**config.mk**
```make
export PLATFORM = sky130hd
export DESIGN_NAME = mpadd_seq
export DESIGN_NICKNAME = d
export VERILOG_FILES = /design/src/rtl/mpadd_seq.sv
export SDC_FILE = /design/constraint.sdc
export NUM_CORES = 1
export LEC_CHECK = 0
export CORE_MARGIN = 2
export CORE_UTILIZATION = 51
export DETAILED_ROUTE_END_ITERATION = 8
export PLACE_DENSITY = 0.79
export SETUP_SLACK_MARGIN = 0.05
export SLEW_MARGIN = 30
export SYNTH_ARGS = -nofsm -noshare
export SYNTH_HDL_FRONTEND = slang
export SYNTH_SLANG_ARGS = --single-unit
```
**constraint.sdc**
```tcl
create_clock -name clk -period 4.6 [get_ports clk]
set_input_delay 1.15 -clock clk [delete_from_list [all_inputs] [get_ports clk]]
set_output_delay 1.15 -clock clk [all_outputs]
set_load 0.05 [all_outputs]
```
**src/rtl/mpadd_seq.sv**
```systemverilog
// Multi-precision add/subtract sequencer: processes WORDS-byte operands one byte per
// cycle, LSB first, through a single 8-bit adder slice with a registered carry.
module mpadd_seq #(
    parameter int WORDS = 4
) (
    input  logic               clk,
    input  logic               rst,
    input  logic               start,
    input  logic               sub,
    input  logic               cin,
    input  logic [8*WORDS-1:0] a,
    input  logic [8*WORDS-1:0] b,
    output logic               busy,
    output logic               done,
    output logic [8*WORDS-1:0] result,
    output logic               cout,
    output logic               ovf
);

    localparam int W  = 8 * WORDS;
    localparam int IW = (WORDS > 1) ? $clog2(WORDS) : 1;
    localparam logic [IW-1:0] LAST = IW'(WORDS - 1);

    localparam logic [1:0] S_IDLE = 2'd0;
    localparam logic [1:0] S_RUN  = 2'd1;
    localparam logic [1:0] S_DONE = 2'd2;

    logic [1:0]    state;
    logic [IW-1:0] idx;
    logic [W-1:0]  a_q;
    logic [W-1:0]  b_q;
    logic          sub_q;
    logic          carry_q;

    logic [7:0] a_byte;
    logic [7:0] b_byte;
    logic [8:0] sum9;
    logic       c7;

    // NOTE: every always_comb output gets a default first so no latch is inferred.
    always_comb begin
        a_byte = a_q[{idx, 3'b000} +: 8];
        b_byte = b_q[{idx, 3'b000} +: 8];
        if (sub_q)
            b_byte = ~b_byte;
        sum9 = {1'b0, a_byte} + {1'b0, b_byte} + {8'd0, carry_q};
        // carry into the sign bit, recovered from the operand and sum bits
        c7   = a_byte[7] ^ b_byte[7] ^ sum9[7];
    end

    assign busy = (state == S_RUN);
    assign done = (state == S_DONE);

    // NOTE: sequential state uses non-blocking assignments only.
    always_ff @(posedge clk or posedge rst) begin
        if (rst) begin
            state   <= S_IDLE;
            idx     <= '0;
            a_q     <= '0;
            b_q     <= '0;
            sub_q   <= 1'b0;
            carry_q <= 1'b0;
            result  <= '0;
            cout    <= 1'b0;
            ovf     <= 1'b0;
        end else begin
            case (state)
                S_IDLE: begin
                    if (start) begin
                        a_q     <= a;
                        b_q     <= b;
                        sub_q   <= sub;
                        carry_q <= cin ^ sub;
                        idx     <= '0;
                        state   <= S_RUN;
                    end
                end
                S_RUN: begin
                    result[{idx, 3'b000} +: 8] <= sum9[7:0];
                    carry_q <= sum9[8];
                    if (idx == LAST) begin
                        cout  <= sum9[8];
                        ovf   <= c7 ^ sum9[8];
                        state <= S_DONE;
                    end else begin
                        idx <= idx + 1'b1;
                    end
                end
                S_DONE: state <= S_IDLE;
                default: state <= S_IDLE;
            endcase
        end
    end

endmodule

```
==> key figures <==
Run status
  • Outcome: finished clean

Setup path
  • Critical Path RT: around 4.9 ns
  • Worst reg2reg path depth: 9
  • CP Capture Type: flop
  • Crit Path Category: flop to flop
  • Worst-path fanout max: 13
  • CP Launch Type: flop
  • CP Data Arrival Time: 3.84 ns
  • Reg-to-reg slack, setup: 1.06 ns

Yosys
  • Synth Area per Inst: 14.6 um2
  • Number of synthesized register bits: 104
  • Post-Synthesis Net Count: 415
  • Synth area leaders: dfrtp_1, mux2_2, mux4_2
  • Warnings, synthesis: 0
  • Post-synthesis simple-gate area fraction: 5.98%
  • Post-synth top area cell: dfrtp_1
  • Distinct cell type count after synthesis: between 40 and 50
  • Adder-Cell Fraction of Synth Area: 4.19%
  • Post-Synthesis Cell Area: around 4800 um2
  • Largest family of logic cells by synthesized area: multiplexers
  • Xor and xnor area share after synthesis: 2.69%
  • Sequential share of the synthesized area: between 50% and 60%
  • Cells after Synth: 331
  • Compound-cell area share of the yosys netlist: 8.05%
  • Post-synthesis mux area share: roughly 23%
  • Share of the synthesized area in the top cell type: 53.8%

Floorplan
  • Die footprint: around 10,000 um2
  • FP Rows: 35
  • Core area: about 9000 um2
  • I/O pin count: 105
  • Die W: 101 um
  • Initial core utilization: 52.3%
  • Die height: 101 um

Clock network
  • # H-tree levels: 3
  • Hold buffer count at CTS: 0
  • Worst-Skew Late Latency: 0.36 ns
  • Clk sinks: 104
  • Cells resized by post-CTS repair: 0
  • Cts bufs inserted: 9
  • CTS tree: built
  • Clock root buffer: clkbuf_8
  • Max Root-Sink Buffers: 2
  • Setup bufs post-CTS: 0
  • CTS clk-pin slew, worst paths: around 0.1 ns

STA
  • Final Max Slew Viols: 0
  • Final Cycle Share: between 70% and 80%
  • Slew @ Worst Pin: around 0.76 ns
  • Count of final hold-check violations: 0
  • Final min period: 3.54 ns
  • Skew final: between 0.008 and 0.009 ns
  • Slew headroom: 49.5%
  • FMAX: 282 MHz
  • # setup viols final: 0
  • Unrepaired setup endpoints after global routing: false
  • TNS Setup: 0 ns

Drt
  • Vias: 3,104
  • WL final: around 10000 um
  • DRC Markers: 0
  • WL per Instance: around 17 um
  • DRT antenna net count: 0
  • Vias/cell: 5.41
  • DRT iter0 DRCs: 141
  • DR pass1 iterations: 4

Cells and area
  • Share of post-route cells with drive strength above 1: 27.0%
  • Area grow syn2layout: 28.6%
  • Nets: between 500 and 600
  • Antenna Cells: 0
  • Multi-input gate area: 2120 um2
  • # fillers: 669
  • Final instance area: 6220 um2
  • Seq. cell area: between 2000 and 3000 um2

Place
  • Area after DPL: roughly 6000 um2
  • Placer Congestion: 0.827
  • Post-DP HPWL: 7720 um
  • Port Buffers: 104

Global route
  • First-pass GRT wire length: between 15,000 and 20,000 um
  • Vias in the first global route: 3,185
  • Largest net degree at the start of global routing: 51
  • Initial antenna violation count: 0
  • Total GRT Usage: 20.5%
  • Congestion Overflow GR: 0

Flow run
  • Max cap viols: 0

Min path
  • Hold crit path type: flop to flop
  • Hold path depth: 2
cells in the mapped netlist (all sizes together):
| master | instances |
|---|---|
| a21o | 1 |
| a21oi | 3 |
| a22o | 24 |
| a41oi | 1 |
| and2 | 1 |
| and2b | 1 |
| buf | 10 |
| clkbuf | 2 |
| dfrtp | 104 |
| fa | 2 |
| ha | 13 |
| inv | 11 |
| mux2 | 65 |
| mux2i | 1 |
| mux4 | 16 |
| nand2 | 18 |
| nand2b | 1 |
| nand3 | 3 |
| nand4b | 1 |
| nor2 | 3 |
| nor2b | 2 |
| nor3 | 3 |
| nor3b | 1 |
| nor4 | 1 |
| nor4b | 1 |
| o211ai | 1 |
| o21a | 3 |
| o21ai | 15 |
| o21bai | 1 |
| o311ai | 1 |
| o31a | 2 |
| or2b | 1 |
| or3 | 2 |
| or4 | 1 |
| or4b | 1 |
| xnor2 | 4 |
| xor2 | 10 |
final timing paths:
kind | startpoint | end
max | idx[0] | result[6]
min | result[0] | result[0]
max reg2reg | idx[0] | result[6]
min reg2reg | result[0] | result[0]
max in group asynchronous | rst | b_q[4]
min in group asynchronous | rst | result[27]
cells in the final DEF, fill, tap and decap left out, types with 3 or more instances in the layout:
cell             netlist  final
mux2_2                65     65
mux4_2                16     16
clkdlybuf4s50_1        0    104
a21oi_1                3      3
nand2_1               14     14
a22o_1                24     24
xnor2_1                4      4
clkbuf_8               1     10
buf_4                  2      6
nand2_2                4      4
o21ai_0               13     13
xor2_1                 9      9
ha_1                  13     13
inv_1                  9      8
nor2_1                 3      3
dfrtp_1              104    104
registers in the layout, summed over array words and instances (netlist names):
| register | count |
|---|---|
| a_q | 32 |
| b_q | 32 |
| carry_q | 1 |
| cout | 1 |
| idx | 2 |
| ovf | 1 |
| result | 32 |
| state | 2 |
| sub_q | 1 |
stage by stage:
step / utilization [%] / worst slack (ns) / cells / hold slack, ns
2_1_floorplan: - / 0.718 / 331 / 0.475
3_3_place_gp: 65.1 / 1.16 / 558 / 0.467
3_5_place_dp: 65.1 / 1.03 / 558 / 0.475
4_1_cts: 67.3 / 1.01 / 574 / 0.496
5_1_grt: 67.3 / 0.781 / 574 / 0.518
6_report: 67.3 / 1.06 / 574 / 0.491
layer usage:
metal | vias to the layer above | track usage (%) | wire length, um
li1 | 1435 | - | -
met1 | 1551 | 27.9 | 4450
met2 | 105 | 34.3 | 4880
met3 | 13 | 3.86 | 534
met4 | 0 | 5.20 | 123
met5 | - | 0 | 0
kinds of logic after synthesis:
logic type                 Yosys count
DFF                                104
AOI/OAI and AO/OA                   52
adders and majority gates           15
xor gates and xnor gates            14
buffers and inverters               23
and+or+nand+nor                     41
muxes                               82
critical path: stages (launching register included):
cell and delay [ns]:
dfrtp_1 0.84, buf_4 0.37, mux4_2 0.53, xor2_1 0.19, fa_1 0.46, a21o_1 0.19
a21oi_1 0.26, o21ai_0 0.16, xor2_1 0.30, a22o_1 0.18
area by class of cell:
class                      count  area share (%)
timing repair buffer         110            17.5
inverter                      11           0.785
sequential                   104            41.9
clock inverter                 4           0.865
clock buffer                  12            2.33
multi-input combinational    204            34.1
tap                          129            2.60
Power is not shown: default switching activity piles up to over one toggle a cycle in this logic, so the estimate is an artifact.
